==> config.mk <==
export PLATFORM = sky130hd
export DESIGN_NAME = alu_pg_seq_flat
export DESIGN_NICKNAME = d
export VERILOG_FILES = /design/src/rtl/alu_pg_if.sv /design/src/rtl/alu_pg_seq.sv /design/src/flat_wrapper.sv
export SDC_FILE = /design/constraint.sdc
export NUM_CORES = 1
export LEC_CHECK = 0
export CAP_MARGIN = 40
export CORE_MARGIN = 3
export CORE_UTILIZATION = 30
export CTS_CLUSTER_SIZE = 12
export DETAILED_ROUTE_END_ITERATION = 8
export GPL_ROUTABILITY_DRIVEN = 0
export GPL_TIMING_DRIVEN = 0
export PLACE_DENSITY = 0.46
export SYNTH_ARGS = -nofsm -noshare
export SYNTH_HDL_FRONTEND = slang
export SYNTH_SLANG_ARGS = --single-unit
==> constraint.sdc <==
create_clock -name clk -period 20 [get_ports clk]
set_input_delay 3 -clock clk [delete_from_list [all_inputs] [get_ports clk]]
set_output_delay 3 -clock clk [all_outputs]
set_load 0.02 [all_outputs]
==> src/rtl/alu_pg_if.sv <==
// alu_pg_if: request/response bundle between issue logic and the power-gated ALU
interface alu_pg_if #(parameter int WIDTH = 16);
  logic in_valid, in_ready;
  logic [3:0] opcode;
  logic [WIDTH-1:0] A, B;
  logic out_valid, out_ready;
  logic [WIDTH-1:0] result, result_hi;
  logic flag_zero, flag_carry, flag_ovf, flag_dz, flag_abort, busy;
  modport master(
    output in_valid, opcode, A, B, out_ready,
    input in_ready, out_valid, result, result_hi, flag_zero, flag_carry, flag_ovf, flag_dz, flag_abort, busy
  );
  modport slave(
    input in_valid, opcode, A, B, out_ready,
    output in_ready, out_valid, result, result_hi, flag_zero, flag_carry, flag_ovf, flag_dz, flag_abort, busy
  );
endinterface

==> src/rtl/alu_pg_seq.sv <==
// alu_pg_seq: power-gated ALU with multi-cycle multiply, restoring divide and clamped outputs
module alu_pg_seq #(
  parameter int WIDTH = 16,
  parameter int MUL_CYCLES = 5
) (
  input logic clk,
  input logic rst,
  input logic alu_pwr_en,
  input logic iso_en,
  alu_pg_if.slave bus
);
  localparam int SHAMT_W = $clog2(WIDTH);
  localparam int CW = $clog2((MUL_CYCLES > WIDTH ? MUL_CYCLES : WIDTH) + 1);
  typedef enum logic [1:0] {IDLE, MUL, DIV, DONE} state_t;
  typedef struct packed {
    logic [WIDTH-1:0] r;
    logic [WIDTH-1:0] h;
    logic z, c, v, d;
  } res_t;
  state_t state;
  logic [CW-1:0] cnt;
  logic [WIDTH-1:0] a_r, b_r, rem_r;
  res_t res_r;
  logic out_v, abort_r, act;
  logic [WIDTH:0] rem_sh, rem_df;
  logic [WIDTH-1:0] rem_nx, q_nx;
  logic take;
  function automatic res_t calc(input logic [3:0] op, input logic [WIDTH-1:0] a, input logic [WIDTH-1:0] b);
    logic [WIDTH:0] s;
    logic [2*WIDTH-1:0] p;
    res_t o;
    s = (op == 4'h1) ? {1'b0, a} - {1'b0, b} : {1'b0, a} + {1'b0, b};
    p = {{WIDTH{1'b0}}, a} * {{WIDTH{1'b0}}, b};
    o = '0;
    case (op)
      4'h0: begin o.r = s[WIDTH-1:0]; o.c = s[WIDTH]; o.v = (a[WIDTH-1] == b[WIDTH-1]) & (s[WIDTH-1] != a[WIDTH-1]); end
      4'h1: begin o.r = s[WIDTH-1:0]; o.c = s[WIDTH]; o.v = (a[WIDTH-1] != b[WIDTH-1]) & (s[WIDTH-1] != a[WIDTH-1]); end
      4'h2: o.r = a & b;
      4'h3: o.r = a | b;
      4'h4: o.r = a ^ b;
      4'h5: o.r = ~(a | b);
      4'h6: o.r = a << b[SHAMT_W-1:0];
      4'h7: o.r = ~(a ^ b);
      4'h8: begin {o.h, o.r} = p; o.v = |p[2*WIDTH-1:WIDTH]; end
      4'h9: begin o.r = '1; o.h = a; o.d = 1'b1; end
      4'hA: o.r = a >> b[SHAMT_W-1:0];
      4'hB: o.r = $signed(a) >>> b[SHAMT_W-1:0];
      default: o = '0;
    endcase
    o.z = (op < 4'hC) & (o.r == '0);
    return o;
  endfunction
  assign act = alu_pwr_en & ~iso_en;
  // a_r doubles as the quotient shift register during divide
  assign rem_sh = {rem_r, a_r[WIDTH-1]};
  assign rem_df = rem_sh - {1'b0, b_r};
  assign take = ~rem_df[WIDTH];
  assign rem_nx = take ? rem_df[WIDTH-1:0] : rem_sh[WIDTH-1:0];
  assign q_nx = {a_r[WIDTH-2:0], take};
  assign bus.in_ready = act & (state == IDLE);
  assign bus.out_valid = act & out_v;
  assign bus.result = act ? res_r.r : '0;
  assign bus.result_hi = act ? res_r.h : '0;
  assign bus.flag_zero = act & res_r.z;
  assign bus.flag_carry = act & res_r.c;
  assign bus.flag_ovf = act & res_r.v;
  assign bus.flag_dz = act & res_r.d;
  assign bus.flag_abort = abort_r;
  assign bus.busy = state != IDLE;
  always_ff @(posedge clk) begin
    if (rst) begin
      state <= IDLE;
      cnt <= '0;
      out_v <= 1'b0;
      abort_r <= 1'b0;
      res_r <= '0;
      a_r <= '0;
      b_r <= '0;
      rem_r <= '0;
    end else if (!act) begin
      if (state != IDLE) begin
        state <= IDLE;
        cnt <= '0;
        out_v <= 1'b0;
        abort_r <= 1'b1;
      end
    end else begin
      case (state)
        IDLE: if (bus.in_valid) begin
          abort_r <= 1'b0;
          a_r <= bus.A;
          b_r <= bus.B;
          rem_r <= '0;
          cnt <= '0;
          if (bus.opcode == 4'h8 && MUL_CYCLES > 1) state <= MUL;
          else if (bus.opcode == 4'h9 && bus.B != '0) state <= DIV;
          else begin
            res_r <= calc(bus.opcode, bus.A, bus.B);
            out_v <= 1'b1;
            state <= DONE;
          end
        end
        MUL: begin
          cnt <= cnt + 1'b1;
          if (cnt == CW'(MUL_CYCLES - 1)) begin
            res_r <= calc(4'h8, a_r, b_r);
            out_v <= 1'b1;
            state <= DONE;
          end
        end
        DIV: begin
          a_r <= q_nx;
          rem_r <= rem_nx;
          cnt <= cnt + 1'b1;
          if (cnt == CW'(WIDTH - 1)) begin
            res_r <= '{r: q_nx, h: rem_nx, z: ~|q_nx, c: 1'b0, v: 1'b0, d: 1'b0};
            out_v <= 1'b1;
            state <= DONE;
          end
        end
        DONE: if (bus.out_ready) begin
          out_v <= 1'b0;
          state <= IDLE;
        end
      endcase
    end
  end
endmodule

==> src/flat_wrapper.sv <==
// flat-port wrapper written by rule: the top's interface ports become plain ports
module alu_pg_seq_flat 
#(
  parameter int WIDTH = 16,
  parameter int MUL_CYCLES = 5
)
  (clk, rst, alu_pwr_en, iso_en, bus_in_valid, bus_opcode, bus_A, bus_B, bus_out_ready, bus_in_ready, bus_out_valid, bus_result, bus_result_hi, bus_flag_zero, bus_flag_carry, bus_flag_ovf, bus_flag_dz, bus_flag_abort, bus_busy);
  alu_pg_if #(.WIDTH(WIDTH)) bus_i ();
  input logic clk;
  input logic rst;
  input logic alu_pwr_en;
  input logic iso_en;
  input wire logic [$bits(bus_i.in_valid)-1:0] bus_in_valid;
  input wire logic [$bits(bus_i.opcode)-1:0] bus_opcode;
  input wire logic [$bits(bus_i.A)-1:0] bus_A;
  input wire logic [$bits(bus_i.B)-1:0] bus_B;
  input wire logic [$bits(bus_i.out_ready)-1:0] bus_out_ready;
  output wire logic [$bits(bus_i.in_ready)-1:0] bus_in_ready;
  output wire logic [$bits(bus_i.out_valid)-1:0] bus_out_valid;
  output wire logic [$bits(bus_i.result)-1:0] bus_result;
  output wire logic [$bits(bus_i.result_hi)-1:0] bus_result_hi;
  output wire logic [$bits(bus_i.flag_zero)-1:0] bus_flag_zero;
  output wire logic [$bits(bus_i.flag_carry)-1:0] bus_flag_carry;
  output wire logic [$bits(bus_i.flag_ovf)-1:0] bus_flag_ovf;
  output wire logic [$bits(bus_i.flag_dz)-1:0] bus_flag_dz;
  output wire logic [$bits(bus_i.flag_abort)-1:0] bus_flag_abort;
  output wire logic [$bits(bus_i.busy)-1:0] bus_busy;
  assign bus_i.in_valid = bus_in_valid;
  assign bus_i.opcode = bus_opcode;
  assign bus_i.A = bus_A;
  assign bus_i.B = bus_B;
  assign bus_i.out_ready = bus_out_ready;
  assign bus_in_ready = bus_i.in_ready;
  assign bus_out_valid = bus_i.out_valid;
  assign bus_result = bus_i.result;
  assign bus_result_hi = bus_i.result_hi;
  assign bus_flag_zero = bus_i.flag_zero;
  assign bus_flag_carry = bus_i.flag_carry;
  assign bus_flag_ovf = bus_i.flag_ovf;
  assign bus_flag_dz = bus_i.flag_dz;
  assign bus_flag_abort = bus_i.flag_abort;
  assign bus_busy = bus_i.busy;
  alu_pg_seq #(.WIDTH(WIDTH), .MUL_CYCLES(MUL_CYCLES)) u_core (.clk(clk), .rst(rst), .alu_pwr_en(alu_pwr_en), .iso_en(iso_en), .bus(bus_i));
endmodule
# == After elaboration in Yosys (flattened, before gate mapping) ==
# Index checks and enable logic that the tools add are counted.
# W data, S select, Z words.
# totals
register_bits,93
in_bits,42
output_inout_bits,40
word_cells,149
# classes
add_sub_neg,4
mul,1
magnitude_cmp,1
n_eq_ne,33
n_shift,3
muxes,55
bitwise,17
reduce_logical,22
# ops
operator,count
$mux W16,12
$mux W36,5
$pmux W16 S10,1
$mux W32,4
$pmux W36 S3,1
$pmux W16 S2,2
$logic_not A16 Y1,2
$mul A16 B16 Y32,1
$not A16 Y16,2
$reduce_or A16 Y1,2
$ne A3 B3 Y1 const B,7
$add A16 B16 Y17,1
$mux W17,1
$sub A16 B16 Y17,1
$sub A17 B16 Y17,1
$and A16 B16 Y16,1
$eq A4 B3 Y1 const B,4
$eq A4 B4 Y1 const B,4
$or A16 B16 Y16,1
$reduce_bool A16 Y1,1
$shl A16 B4 Y16,1
$shr A16 B4 Y16,1
$sshr A16 B4 Y16,1
$xor A16 B16 Y16,1
31 further kinds,78

# == Longest topological paths before layout ==
# Gate-level depths: netlist of run 1.
# depth
depth_word,15
depth_mapped,26
mapped_depth_nobuf,24

# == Least setup slack after synthesis of run 1 ==
# Ideal clock, no wire load.
# synth_path
kind,input to output
startpoint,in alu_pwr_en
endpoint,out bus_in_ready
arrival_ns,3.962
required_time_ns,17.000
path_slack_ns,13.038
cell_stages,4
path_buffers,2
path_cell_list,nor2b_1 > clkbuf_1 > clkbuf_1 > ha_1
# synth_via
elab_chain_len,2
# synth_lines
element,line,text
start: declaration,flat_wrapper.sv:11,input logic alu_pwr_en;
$and A1 B1 Y1,alu_pg_seq.sv:53,assign act = alu_pwr_en & ~iso_en;
$and A1 B1 Y1,alu_pg_seq.sv:60,assign bus.in_ready = act & (state == IDLE);
end: declaration,flat_wrapper.sv:18,output wire logic [$bits(bus_i.in_ready)-1:0] bus_in_ready;
# No other way between the ends.

# == Worst setup path in the final report of run 1 ==
# layout_path
startpoint,in bus_opcode[1]
endpoint,reg u_core.res_r[1] (netlist name)
# layout_via
elab_chain_len,9
word_cells_on_any_way,17
cone_classes,eq/ne (6); mux (6); bitwise (2); reduce/logical (3)
# layout_lines
element,line,text
start: declaration,flat_wrapper.sv:14,input wire logic [$bits(bus_i.opcode)-1:0] bus_opcode;
$eq A4 B1 Y1,"alu_pg_seq.sv:32, alu_pg_seq.sv:35",
$mux W17,alu_pg_seq.sv:32,"s = (op == 4'h1) ? {1'b0, a} - {1'b0, b} : {1'b0, a} + {1'b0, b};"
$ne A1 B1 Y1,"alu_pg_seq.sv:36, alu_pg_seq.sv:37",
$and A1 B1 Y1 (on tied branches),"alu_pg_seq.sv:37, alu_pg_seq.sv:36",
$pmux W1 S2,alu_pg_seq.sv:35,case (op)
$mux W36,alu_pg_seq.sv:96,else if (bus.opcode == 4'h9 && bus.B != '0) state <= DIV;
$mux W36,alu_pg_seq.sv:95,if (bus.opcode == 4'h8 && MUL_CYCLES > 1) state <= MUL;
$mux W36,alu_pg_seq.sv:89,IDLE: if (bus.in_valid) begin
$pmux W36 S3,alu_pg_seq.sv:88,case (state)
end signal: assignment,alu_pg_seq.sv:98,"res_r <= calc(bus.opcode, bus.A, bus.B);"
end signal: assignment,alu_pg_seq.sv:106,"res_r <= calc(4'h8, a_r, b_r);"
end signal: assignment,alu_pg_seq.sv:116,"res_r <= '{r: q_nx, h: rem_nx, z: ~|q_nx, c: 1'b0, v: 1'b0, d: 1'b0};"
end: declaration,alu_pg_seq.sv:23,res_t res_r;
# Parallel ways exist; a longest one is shown, timed or not. The select of a mux whose other input is x is not followed.
# A chain may end at the register's enable or synchronous reset.

==> impl_metrics.json, run 1 <==
{
  "drt-initial-drc-count": 1665,
  "rrSetupSlack_ns": 11.62,
  "syn-num-nets": 2687,
  "slew_headroom_pct": 26.3,
  "clock_sinks": 93,
  "crit_family": "compound AO/OA/AOI/OAI gates",
  "path_max_fanout": 10,
  "clock_path_buffers": 2,
  "area_growth_syn_to_layout_pct": 12.1,
  "tns_ns": 0,
  "grt_pass1_wl_um": 111000,
  "clkLatencyLatePin_ns": 0.36,
  "p_leak_nw": 8.85,
  "cts_resized": 0,
  "drtPass1Iterations": 7,
  "drive_above_1_share_pct": 4.93,
  "io_pins": 82,
  "postCtsSetupBuffers": 0,
  "outcome": "completed",
  "synth-seq-cells": 93,
  "initial_core_util_pct": 30.6,
  "die_x_um": 252,
  "clk_pin_slew_worst_paths_ns": 0.07,
  "grt_pass1_vias": 17400,
  "arrival_ns": 8.93,
  "critPathLaunchType": "input port",
  "grt_max_degree": 17,
  "hold_viol_final": 0,
  "yosys_warnings": 0,
  "core_um2": 59600,
  "vdd_drop_max_v": 0.0000317,
  "grt_usage_pct": 22.8,
  "holdWs_ns": 0.463,
  "dieHeight_um": 252,
  "drc": 0,
  "period_minus_slack_ns": 8.71,
  "slowest_stage": "clkbuf_1",
  "clock-root-buffer": "clkbuf_16",
  "synth_area_um2": 18200,
  "endpoint_kind": "register",
  "wl_per_cell_um": 23.1,
  "layout_setup_ws_ns": 11.29,
  "post_synth.cell_area_avg_um2": 8.04,
  "finalWirelength_um": 72600,
  "cts_tree": "done",
  "hold_buffers": 0,
  "synthCells": 2267,
  "rsz0062_at_grt": "false",
  "ant_nets": 0,
  "fin_nets": 2786,
  "worst_pin_slew_ns": 1.10,
  "fp.dieArea_um2": 63700,
  "h-tree-depth": 3,
  "numCtsBuffers": 9,
  "antenna_found_initial": 1,
  "setup_violations": 0,
  "grt_overflow": 0,
  "routed_via_density": 5.45,
  "pre_cts_slack_ns": 11.22,
  "power_density_nw_per_um2": 34.4,
  "placementRows": 89,
  "crit_required_ns": 20.23,
  "clock_skew_ns": 0.0114,
  "yosysSeqAreaShare_pct": 10.2,
  "hold_path_class": "register to register",
  "drv_slew": 0,
  "synth_edf_count": 0,
  "ys.flop_type": "dfxtp_1",
  "min_period_over_period_pct": 43.5,
  "maxCapViolations": 0,
  "crit_path_cell_trace": "clkdlybuf4s50_1 -> buf_2 -> nor3_1 -> clkbuf_1 -> and2_1 -> clkbuf_1 -> a21oi_1 -> xnor2_1 -> ha_1 -> and3_1 -> a21oi_1 -> nand3_1 -> a41o_1 -> o41ai_1 -> xor2_1 -> xnor2_1 -> a41oi_1 -> nor4b_1 -> a31oi_1",
  "async_flop_share_pct": 0,
  "critPathMaxStageDelay_ns": 0.62,
  "synth_cell_types": 86,
  "routed-via-count": 17200,
  "cp_num_buf_inv": 4,
  "path_class": "input port to register",
  "fmax_ghz": 0.115,
  "hpwl_um": 58100,
  "io_buffer_count": 80
}
[worst paths after layout]
| check | end | start | cells past startpoint |
|---|---|---|---|
| worst min register to register | u_core.res_r[35] | u_core.res_r[35] | 2 |
| worst max register to register | u_core.res_r[1] | u_core.a_r[13] | 23 |
| worst min-delay path | u_core.res_r[35] | u_core.res_r[35] | 2 |
| worst max-delay path | u_core.res_r[1] | bus_opcode[1] | 19 |
[sequential cells by signal, indices dropped and copies added, names as in the netlist]
name	cells
u_core.res_r	36
u_core.a_r	16
u_core.b_r	16
u_core.rem_r	16
u_core.cnt	5
u_core.state	2
u_core.bus.flag_abort	1
u_core.out_v	1
[worst register-to-register path, cell delays in order, from the launching register on]
cell and delay, ns:
dfxtp_1 0.34, clkbuf_1 0.57, clkbuf_1 0.65, nand2_1 0.18, fa_1 0.54, fa_1 0.55, inv_1 0.05, fa_1 0.49
inv_1 0.05, fa_1 0.55, fa_1 0.43, fa_1 0.55, inv_1 0.07, ha_1 0.38, a21oi_1 0.24, o21ai_0 0.19
nor4_2 0.48, o21ai_1 0.26, a21boi_2 0.28, o211ai_1 0.13, xor2_1 0.22, or4b_1 0.55, nor4b_1 0.35, a31oi_1 0.14
[area by class of cell]
type | count | area [um^2]
diodes | 3 | 7.51
well taps | 773 | 967
flip-flops and latches | 93 | 1860
clock inverters | 6 | 93.8
clock buffers | 10 | 239
inverters | 297 | 1110
fillers | 6331 | 39200
plain buffers | 159 | 683
multi-input cells | 1718 | 14600
repair buffers | 88 | 891
[synth_stat cells, drive strengths merged (14+ instances only)]
library cell | n | area [um^2]
mux4 | 23 | 518
clkbuf | 122 | 459
a22oi | 17 | 128
a21o | 19 | 143
a31oi | 19 | 119
nand2b | 22 | 138
inv | 294 | 1100
ha | 182 | 2280
buf | 37 | 224
o21ai | 71 | 355
nor2 | 149 | 559
xnor2 | 52 | 463
nor3 | 24 | 120
a21oi | 133 | 673
o211ai | 19 | 158
nand2 | 280 | 1050
nand3 | 32 | 160
a221oi | 19 | 179
nor4 | 15 | 113
xor2 | 21 | 184
o22ai | 17 | 113
and2 | 153 | 957
fa | 196 | 3920
mux2i | 43 | 430
a2111oi | 14 | 161
a211oi | 32 | 245
dfxtp | 93 | 1860
[metrics by stage]
step           std cells  power [mW]  utilization [%]  cell area [um^2]
2_1_floorplan       2267       0.389                -             18200
3_3_place_gp        3120       0.500             33.5             20000
3_5_place_dp        3128       0.501             33.7             20100
4_1_cts             3144       0.701             34.3             20400
5_1_grt             3144       0.737             34.3             20400
6_report            3147       0.703             34.3             20400
[placed cells by master (no fill, tap or decap), types with 10 or more instances in the layout]
| cell | synthesis | final |
|---|---|---|
| a211o_1 | 11 | 11 |
| a211oi_1 | 31 | 31 |
| a21o_1 | 19 | 19 |
| a21oi_1 | 131 | 131 |
| a221oi_1 | 17 | 17 |
| a22oi_1 | 17 | 17 |
| a31oi_1 | 19 | 19 |
| and2_1 | 152 | 152 |
| and3_1 | 11 | 11 |
| buf_2 | 23 | 23 |
| clkbuf_1 | 121 | 121 |
| clkdlybuf4s50_1 | 0 | 80 |
| dfxtp_1 | 93 | 93 |
| fa_1 | 196 | 196 |
| ha_1 | 182 | 182 |
| inv_1 | 294 | 294 |
| mux2_2 | 10 | 10 |
| mux2i_1 | 43 | 43 |
| mux4_2 | 23 | 23 |
| nand2_1 | 279 | 279 |
| nand2b_1 | 22 | 22 |
| nand3_1 | 32 | 32 |
| nor2_1 | 149 | 149 |
| nor2b_1 | 11 | 11 |
| nor3_1 | 24 | 24 |
| nor4_1 | 12 | 12 |
| o211ai_1 | 16 | 16 |
| o21a_1 | 11 | 11 |
| o21ai_0 | 62 | 62 |
| o22ai_1 | 16 | 16 |
| xnor2_1 | 51 | 51 |
| xor2_1 | 21 | 21 |
[routing by layer]
metal  GRT usage (%)  part of all wire, %  vias to the layer above  wire [um]
met3            3.05                  6.4                      133       4630
met2            35.4                   43                      718      31500
li1                -                    -                     7808          -
met5               0                0.018                        -         13
met4            6.46                  3.1                        2       2250
met1            33.1                   47                     8501      34300
[power breakdown]
group	switching [mW]	total [mW]	internal, mW
registers	0.00739	0.199	0.192
logic	0.197	0.306	0.109
clock network	0.0831	0.198	0.115
total	0.287	0.703	0.416
[cells by family after synthesis]
kind of cell	count (synthesis)	share of synthesized area, %
AOI/OAI and AO/OA	454	17.0
DFF	93	10.2
and+or+nand+nor	737	19.5
muxes	76	5.82
buffers and inverters	456	9.87
adders and majority gates	378	34.0
xor gates and xnor gates	73	3.55
Power figures use the tool's default switching activity.
==> inputs of run 2 (changes only) <==
--- a/config.mk
+++ b/config.mk
@@ -12,7 +12,7 @@
 export DETAILED_ROUTE_END_ITERATION = 8
 export GPL_ROUTABILITY_DRIVEN = 0
 export GPL_TIMING_DRIVEN = 0
-export PLACE_DENSITY = 0.46
+export PLACE_DENSITY = 0.48
 export SYNTH_ARGS = -nofsm -noshare
 export SYNTH_HDL_FRONTEND = slang
 export SYNTH_SLANG_ARGS = --single-unit
==> constraint.sdc (replaced) <==
create_clock -name clk -period 7.2 [get_ports clk]
set_input_delay 1.08 -clock clk [delete_from_list [all_inputs] [get_ports clk]]
set_output_delay 1.08 -clock clk [all_outputs]
set_load 0.02 [all_outputs]
==> run 2 against run 1 <==
Against the previous run:
- design area up 0.80%
- largest power group unchanged
- clock-buffer cell count fell by 1
- register-to-register slack got worse by 11 ns
- core utilization rose by 0.27 points
- flip-flop and latch count unchanged
- worst setup slack worse by 11 ns
==> impl_metrics.json, run 2 (synthesized netlist as in run 1, its figures left out) <==
{
  "outcome": "completed",
  "routed-via-count": 17200,
  "hold_viol_final": 0,
  "drive_above_1_share_pct": 8.03,
  "core_um2": 59600,
  "die_x_um": 252,
  "clkLatencyLatePin_ns": 0.37,
  "arrival_ns": 7.28,
  "p_leak_nw": 8.96,
  "crit_required_ns": 7.42,
  "final_util_pct": 34.5,
  "io_pins": 82,
  "mostFrequentLayoutCells": "inv_1 (294), nand2_1 (279), fa_1 (196)",
  "antenna_found_initial": 1,
  "drc": 0,
  "grt_busiest_layer": "met2",
  "cts_tree": "done",
  "multi_input_area_um2": 14600,
  "largest_register_ffs": 36,
  "hold_path_class": "register to register",
  "worst_pin_slew_ns": 0.925,
  "path_max_fanout": 10,
  "met3_usage_pct": 3.40,
  "regArea_um2": 1930,
  "endpoint_kind": "register",
  "fmax_ghz": 0.142,
  "critPathLaunchType": "register",
  "setup_violations": 0,
  "clock_skew_ns": 0.0133,
  "routed_via_density": 5.51,
  "finalWirelength_um": 71900,
  "hpwl_um": 57300,
  "drt-initial-drc-count": 1661,
  "use_met1_pct": 31.9,
  "min_period_over_period_pct": 97.9,
  "fillers": 6303,
  "wl_per_cell_um": 23.0,
  "power_density_nw_per_um2": 92.0,
  "final_common_cell": "inv_1",
  "grt_pass1_wl_um": 109000,
  "slew_headroom_pct": 37.8,
  "ant_nets": 0,
  "path_class": "register to register",
  "grt_pass1_vias": 17300,
  "dieHeight_um": 252,
  "grt_overflow": 0,
  "period_minus_slack_ns": 7.05,
  "initial_core_util_pct": 30.6,
  "grt_max_degree": 19,
  "fin_nets": 2769,
  "clk_pin_slew_worst_paths_ns": 0.08,
  "clock_path_buffers": 2,
  "placementRows": 89,
  "met2_usage_pct": 35.0,
  "area_growth_syn_to_layout_pct": 13.0,
  "rsz0062_at_grt": "true",
  "numCtsBuffers": 9,
  "antenna_cells_inserted": 0,
  "fp.dieArea_um2": 63700,
  "hold_buffers": 0,
  "drv_slew": 0,
  "top_register": "u_core.res_r",
  "layoutNonFillerInstCount": 3127,
  "grt_usage_pct": 22.4,
  "maxCapViolations": 0,
  "io_buffer_count": 80,
  "dp.cells": 3125,
  "drtPass1Iterations": 8,
  "clock-root-buffer": "clkbuf_16",
  "h-tree-depth": 3,
  "clock_sinks": 93,
  "vdd_drop_max_v": 0.0000838
}
run 2: through the flow:
step           cell area, um^2  setup slack (ns)  hold WS [ns]  power (mW)  TNS, ns
6_report                 20600             0.149         0.462        1.89        0
5_1_grt                  20600           -0.0994         0.493        1.98  -0.0994
4_1_cts                  20500          0.000584         0.456        1.88        0
3_5_place_dp             20000             -1.07         0.446        1.39    -7.48
3_3_place_gp             20000             -1.01         0.442        1.38    -7.05
2_1_floorplan            18200             0.422         0.427        1.08        0
run 2: what timing repair did:
action	CTS	global route
gates resized for setup	87	55
setup endpoints to repair	18	7
pin swaps	1	6
buffers inserted	1	4
run 2: critical path: stages (launching register included):
cell	delay [ns]
dfxtp_1	0.34
buf_4	0.25
buf_4	0.25
nand2_1	0.09
fa_1	0.49
inv_1	0.05
fa_1	0.59
fa_1	0.45
fa_1	0.46
fa_1	0.49
inv_1	0.05
fa_1	0.50
inv_1	0.05
ha_1	0.37
a21oi_1	0.23
o21ai_0	0.16
nor4_2	0.29
buf_4	0.17
o21ai_4	0.08
a21boi_4	0.19
o211ai_1	0.16
xor2_2	0.23
or4b_1	0.57
nor4b_2	0.27
a31oi_1	0.11
run 2: cell type report:
cell class,count,share of cell area (%)
multi-input cells,1718,71.1
flip-flops and latches,93,9.36
inverters,297,5.44
well taps,773,4.70
repair buffers,90,4.29
plain buffers,140,3.64
clock buffers,9,1.09
clock inverters,7,0.334
run 2: routing by layer:
| metal | share of wire (%) | up-vias |
|---|---|---|
| li1 | - | 7768 |
| met3 | 7.1 | 124 |
| met1 | 46 | 8563 |
| met5 | 0 | - |
| met2 | 44 | 764 |
| met4 | 3.2 | 0 |
run 2: power breakdown:
part           switching, mW  internal [mW]  total (mW)
Sequential            0.0412          0.532       0.573
Combinational          0.523          0.307       0.830
Clock                  0.247          0.243       0.490
run 2: path summary, 6_finish.rpt:
| check | from | to | slack (ns) | cells past startpoint |
|---|---|---|---|---|
| setup reg to reg | u_core.a_r[4] | u_core.res_r[1] | 0.15 | 24 |
| setup / recovery | u_core.a_r[4] | u_core.res_r[1] | 0.15 | 24 |
| hold reg to reg | u_core.res_r[33] | u_core.res_r[33] | 0.46 | 2 |
| hold / removal | u_core.res_r[33] | u_core.res_r[33] | 0.46 | 2 |
